--- config.mk ---
export PLATFORM = sky130hd
export DESIGN_NAME = instr_fetch
export DESIGN_NICKNAME = d
export VERILOG_FILES = /design/src/rtl/pico_pkg.sv /design/src/rtl/instr_len_decode.sv /design/src/rtl/instr_fetch.sv
export SDC_FILE = /design/constraint.sdc
export NUM_CORES = 1
export LEC_CHECK = 0
export ABC_CLOCK_PERIOD_IN_PS = 1300
export CORE_MARGIN = 1
export CORE_UTILIZATION = 39
export DETAILED_ROUTE_END_ITERATION = 8
export PLACE_DENSITY_LB_ADDON = 0.25
export SLEW_MARGIN = 5
export SYNTH_ARGS = -nofsm -noshare
export SYNTH_HDL_FRONTEND = slang
export SYNTH_SLANG_ARGS = --single-unit
--- constraint.sdc ---
create_clock -name clk -period 1.3 [get_ports clk]
set_input_delay 0.195 -clock clk [delete_from_list [all_inputs] [get_ports clk]]
set_output_delay 0.195 -clock clk [all_outputs]
set_load 0.1 [all_outputs]
--- src/rtl/pico_pkg.sv ---
// pico_pkg -- shared definitions for the instruction fetch unit.
//   state_t       : fetch FSM state encoding
//   OP_SYS        : opcode nibble whose bit 3 selects a two-word form
//   OP_LONG       : opcode nibble that is always a two-word instruction
//   RESET_PC_DEF  : default first fetch address after reset
package pico_pkg;

  typedef enum logic [2:0] {
    FETCH0 = 3'd0,
    WORD0  = 3'd1,
    FETCH1 = 3'd2,
    WORD1  = 3'd3,
    VALID  = 3'd4
  } state_t;

  localparam logic [3:0] OP_SYS  = 4'h0;
  localparam logic [3:0] OP_LONG = 4'h8;

  localparam int RESET_PC_DEF = 8;

endpackage

--- src/rtl/instr_len_decode.sv ---
// instr_len_decode -- combinational long/short classification of the first
// instruction word.
//   word0   : in  16  first word of the instruction
//   is_long : out 1   instruction occupies two memory words
module instr_len_decode
  import pico_pkg::*;
(
  input  logic [15:0] word0,
  output logic        is_long
);

  // Only the opcode nibble and bit 3 matter for length.
  logic unused_bits;
  assign unused_bits = ^{word0[11:4], word0[2:0]};

  always_comb begin
    is_long = (word0[15:12] == OP_LONG) ||
              ((word0[15:12] == OP_SYS) && word0[3]);
  end

endmodule

--- src/rtl/instr_fetch.sv ---
// instr_fetch -- fetches one- or two-word instructions from a synchronous
// program memory and presents them to decode with a valid/ready handshake.
// Optional feature: define FETCH_CNT_EN to add the instr_count output.
//   clk          : in  1       clock, rising edge
//   rst          : in  1       synchronous active-high reset
//   mem_addr     : out AW      program memory read address (always pc)
//   mem_in       : in  DW      read data, one cycle after mem_addr
//   redirect     : in  1       load redirect_pc as the new fetch address
//   redirect_pc  : in  AW      redirect target
//   instr_valid  : out 1       instr/instr_pc hold a complete instruction
//   instr_ready  : in  1       decode accepts the instruction
//   instr        : out 2*DW    {word0, word1}, word1 = 0 for short forms
//   instr_pc     : out AW      address of word0
//   pc           : out AW      current fetch pointer
//   instr_count  : out 16      accepted handshakes, saturating (FETCH_CNT_EN)
//
// state  | meaning
// FETCH0 | first word address on mem_addr
// WORD0  | first word on mem_in, captured; length decided
// FETCH1 | second word address on mem_addr
// WORD1  | second word on mem_in, captured
// VALID  | instruction complete, waiting for instr_ready
module instr_fetch
  import pico_pkg::*;
#(
  parameter int ADDR_WIDTH = 6,
  parameter int DATA_WIDTH = 16,
  parameter int RESET_PC   = RESET_PC_DEF
) (
  input  logic                    clk,
  input  logic                    rst,
  output logic [ADDR_WIDTH-1:0]   mem_addr,
  input  logic [DATA_WIDTH-1:0]   mem_in,
  input  logic                    redirect,
  input  logic [ADDR_WIDTH-1:0]   redirect_pc,
  output logic                    instr_valid,
  input  logic                    instr_ready,
  output logic [2*DATA_WIDTH-1:0] instr,
  output logic [ADDR_WIDTH-1:0]   instr_pc,
  output logic [ADDR_WIDTH-1:0]   pc
`ifdef FETCH_CNT_EN
  ,
  output logic [15:0]             instr_count
`endif
);

  state_t state;
  state_t state_next;
  logic   is_long;

  instr_len_decode u_len (
    .word0   (mem_in[15:0]),
    .is_long (is_long)
  );

  always_ff @(posedge clk) begin
    if (rst) begin
      state <= FETCH0;
    end else begin
      state <= state_next;
    end
  end

  always_comb begin
    state_next = state;
    if (redirect) begin
      state_next = FETCH0;
    end else begin
      case (state)
        FETCH0:  state_next = WORD0;
        WORD0:   state_next = is_long ? FETCH1 : VALID;
        FETCH1:  state_next = WORD1;
        WORD1:   state_next = VALID;
        VALID:   state_next = instr_ready ? FETCH0 : VALID;
        default: state_next = FETCH0;
      endcase
    end
  end

  // The memory is read every cycle at pc, so the address never depends on state.
  always_comb begin
    instr_valid = (state == VALID);
    mem_addr    = pc;
  end

  always_ff @(posedge clk) begin
    if (rst) begin
      pc       <= ADDR_WIDTH'(RESET_PC);
      instr    <= '0;
      instr_pc <= '0;
    end else if (redirect) begin
      // Any partly assembled instruction is simply abandoned; it can never
      // be flagged valid because the FSM restarts at FETCH0.
      pc <= redirect_pc;
    end else begin
      case (state)
        WORD0: begin
          instr[2*DATA_WIDTH-1 -: DATA_WIDTH] <= mem_in;
          instr[DATA_WIDTH-1:0]               <= '0;
          instr_pc                            <= pc;
          pc                                  <= pc + ADDR_WIDTH'(1);
        end
        WORD1: begin
          instr[DATA_WIDTH-1:0] <= mem_in;
          pc                    <= pc + ADDR_WIDTH'(1);
        end
        default: ;
      endcase
    end
  end

`ifdef FETCH_CNT_EN
  // A handshake coinciding with redirect still counts as accepted.
  always_ff @(posedge clk) begin
    if (rst) begin
      instr_count <= '0;
    end else if (instr_valid && instr_ready && (instr_count != 16'hFFFF)) begin
      instr_count <= instr_count + 16'd1;
    end
  end
`endif

endmodule

# Word-level counts from Yosys, hierarchy flattened
# Cells that the tools add are included.
# W data, S select, Z words.
# op_classes
add_sub_neg	1
n_eq_ne	5
n_mux	6
bitwise	1
reduce_logical	10
# op_table
op	n
$pmux W16 S2	1
$pmux W3 S5	1
$mux W6	2
$add A6 B1 Y6 const B	1
$eq A3 B2 Y1 const B	2
$mux W3	2
$eq A4 B4 Y1 const B	1
$logic_not A4 Y1	1
$reduce_and A2 Y1	2
$reduce_bool A2 Y1	2
$reduce_or A2 Y1	2
$eq A3 B1 Y1 const B	1
$eq A3 B3 Y1 const B	1
$logic_not A3 Y1	1
$logic_and A1 B1 Y1	1
$logic_or A1 B1 Y1	1
$not A1 Y1	1
# word_totals
ff_bits	47
input_bits	26
out_inout_bits	51

# Logic depth before layout (Yosys ltp)
# Gate-level depths: netlist of the first run.
# depth
word_depth	5
ltp_mapped	6
ltp_nobuf	4

# Cells and area by module
# A second synthesis of the first run with hierarchy kept.
# hier_totals
hier_cells	229
hier_area_um2	1955.6
# by_module_without_submodules
mod	instances	cells_per_inst	area_per_inst_um2	seq_area_each_um2
instr_fetch	1	227	1939.4	940.9
instr_len_decode	1	2	16.3	0.0

# Worst setup path before layout of the first run
# OpenSTA, ideal clock, no wires.
# synth_path
path_kind	register to register
start	reg state[1]
end	reg state[2]
t_arrival_ns	3.127
required_ns	1.213
setup_slack_ns	-1.914
path_stages_with_launch	5
n_path_buf	1
period_less_slack_ns	3.214
path_cell_list	dfxtp_1 buf_2 nor3b_1 nand2b_1 a211oi_1
# synth_via
elab_chain_len	2
word_cells_on_any_way	6
# synth_lines
element	line	source
start, declared	instr_fetch.sv:47	state_t state;
start signal, assigned	instr_fetch.sv:60	state <= state_next;
$eq A3 B3 Y1	--	
named net instr_valid	instr_fetch.sv:36	output logic instr_valid,
$pmux W3 S5	instr_fetch.sv:69	case (state)
# The timed path passes the listed nets, and every way through them passes these cells.
# A chain may end at the register's enable or synchronous reset.

# Final worst setup path of the first run
# layout_path
start	reg state[1]
end	out instr_valid
# layout_via
elab_chain_len	1
# layout_lines
element	line	source
$eq A3 B3 Y1	instr_fetch.sv:82	instr_valid = (state == VALID);
end, declared	instr_fetch.sv:36	
# Every way passes these cells.

==> flow_summary.ini, run 1 <==
[worst_setup_path]
worstPathRequired_ns = 1.11
cp_max_fo = 3
cp.depth = 3
critPathSlowestCell = dfxtp_4
critPathTopFamily = flip-flops
ff2ff_path_depth = 4
path_buf_inv = 2
cp_data_arrival_time_ns = 1.30
reg2reg_setup_slack_ns = -0.19
end_kind = output pin
slowest_delay_ns = 0.37
crit_type = reg -> out
cp-start-kind = flip-flop
crit_chain = buf_6 -> nor3b_4 -> buf_12

[floorplan]
io_pins = 77
dieWidth_um = 72.7
die_h_um = 72.7
fp.coreArea_um2 = 4750
rows = 25
start_util = 0.410
die_area_um2 = 5290

[power_and_ir_drop]
finalPower_mw = 3.33
ir_worst_vdd_v = 0.000696
powerDensity_nw_per_um2 = 852
p_leak_nw = 1.43

[cells_and_area]
syn2layout_area_growth_pct = 101
design_area_um2 = 3910
n_fill_cell = 280
nNetsFinal = 357
drive_gt1_frac = 0.505
n_antenna_cell = 0
final_cells = 398

[grt]
grt_first_pass_wirelength_um = 9380
antenna_found_initial = 0
grt_max_degree = 29
track_usage = 0.233
grt_overflow = 0
grt_pass1_vias = 1995

[route]
vias_per_cell = 5.19
wl_per_cell_um = 16.7
drt_iter0_markers = 87
drc = 0
firstDrtPassIters = 4
vias = 2066
wirelength_um = 6660
final_antenna_net_count = 0

[clock_network]
numCtsBuffers = 5
clkSinkCount = 47
htree_num_levels = 2
path_clk_slew_ns = 0.08
cts_tree = done
cts_buffer_depth = 2
worstSkewPairLatency_ns = 0.31
root_buffer = clkbuf_8

[yosys]
synth_area_per_cell_um2 = 8.48
synth_top_area_cell = dfxtp_1
synthArstFlopShare = 0
synth_enable_flop_cells = 0
synth_top_area_frac = 0.483
netlist_area_um2 = 1950
synthesis.nets = 257
seq_area_frac_synth = 0.483
synth.most_common_cell = nand2_1
netlist_top_cells_area = dfxtp_1 48%, nand2_1 12%, a21oi_1 9.8%, nand3_1 4.1%, buf_4 2.7%
synth.yosys.warnings = 0
synth_common_cells = 62 x nand2_1, 47 x dfxtp_1, 38 x a21oi_1
synthFlopType = dfxtp_1
syn-instance-count = 230
synth_cell_types = 34
yosys_register_bits = 47

[outcome]
failed_checks = setup timing
status = finished with violations

[placed_design]
placedCellCount = 379
place_hpwl_um = 3990
dpl_cell_area_um2 = 3430
gp_congestion = 0.787
io_buffers = 76

[min_path]
hold_class = in -> reg
holdPathStages = 2

[sta]
setup_viol = 43
tightest_slew_ns = 0.406
slew-limit-headroom = 0.729
tns_ns = -3.21
fmax_ghz = 0.667
post-route-period-util = 1.15
final_hold_viol_count = 0
hold_ws_ns = 0.114
finalMaxSlewViolations = 0
fin_skew_ns = 0.00485
postLayoutSetupSlackWorst_ns = -0.198
period_needed_ns = 1.50
rsz0062_at_grt = yes

[run]
cap_violations = 0
[worst paths after layout]
check | startpoint | to
worst min-delay path | rst | mem_addr[2]
worst max register to register | state[1] | state[1]
worst max-delay path | state[1] | instr_valid
worst min register to register | instr[27] | instr[27]
[routing by layer]
layer | vias up | GRT usage | share of wire
li1 | 976 | - | -
met1 | 1003 | 0.265 | 0.39
met2 | 75 | 0.415 | 0.53
met3 | 12 | 0.0773 | 0.061
met4 | 0 | 0.0675 | 0.018
met5 | - | 0 | 0
[per-stage QoR]
| step | setup slack, ns | util |
|---|---|---|
| finish | -0.198 | 0.822 |
| detailed placement | -0.414 | 0.722 |
| CTS | -0.166 | 0.766 |
| global placement | -0.365 | 0.722 |
| floorplan | -0.408 | - |
| global route | -0.235 | 0.822 |
[report_power, final]
| group | leakage, nW | total (mW) | internal (mW) | switching (mW) |
|---|---|---|---|---|
| Combinational | 1.00 | 0.943 | 0.380 | 0.563 |
| Clock | 0.0422 | 0.860 | 0.378 | 0.482 |
| Sequential | 0.386 | 1.53 | 1.47 | 0.0564 |
[cell usage in the layout, fill, tap and decap left out, types with 2 or more instances in the layout]
master,Yosys,layout
nor2_1,6,6
o21ai_0,4,3
buf_4,7,30
nand2_4,0,14
nor4b_4,2,2
dfxtp_4,0,7
buf_6,3,6
nand2_1,62,38
clkdlybuf4s50_1,0,23
nand3b_1,2,2
or3_1,3,2
a21oi_2,0,20
clkbuf_8,0,5
dfxtp_2,0,2
dfxtp_1,47,38
inv_1,2,2
nor3b_4,1,2
clkbuf_1,6,2
nand2_2,0,10
a211oi_1,4,3
or4b_4,1,3
nand3_1,16,16
a21oi_1,38,18
buf_12,0,54
[worst reg2reg max path: cells and delay by family, from the launching register on]
| family | cells | cell delay [ns] |
|---|---|---|
| AO/OA/AOI/OAI | 1 | 0.24 |
| buffers and inverters | 1 | 0.14 |
| flip-flops | 1 | 0.37 |
| AND/OR/NAND/NOR | 2 | 0.66 |
[timing repair]
item / CTS / global route
resized for setup: 17 / 69
pin swaps: 14 / 32
hold buffers: 0 / 0
setup endpoints to repair: 42 / 45
cloned: 3 / 0
hold endpoints to repair: 0 / 0
setup buffers: 8 / 1
[flip-flops by register name (all words and copies together) (netlist names)]
name,count
mem_addr,6
instr,32
instr_pc,6
state,3
[cells by family after synthesis]
kind of cell | Yosys count | synth area share
flops | 47 | 0.483
xor+xnor | 2 | 0.00899
compound gates | 50 | 0.144
mux | 1 | 0.00513
fa+ha+maj | 1 | 0.00642
simple gates | 103 | 0.273
buf+inv | 26 | 0.0796
[final cells by class]
cell class	count	area (um2)	share of cell area
Inverter	2	7.51	0.00192
Timing Repair Buffer	115	1620	0.414
Clock inverter	1	5.00	0.00128
Multi-Input combinational cell	159	1150	0.294
Sequential cell	47	970	0.248
Tap cell	67	83.8	0.0214
Clock buffer	7	76.3	0.0195
(Power assumes the default switching activity.)
==> run 2, diff against run 1 <==
Settings changed: CORE_MARGIN 1 to not set, CTS_CLUSTER_DIAMETER set to 100.
==> results of run 2 <==
No change in the layout: final DEF, timing and power equal those of run 1.
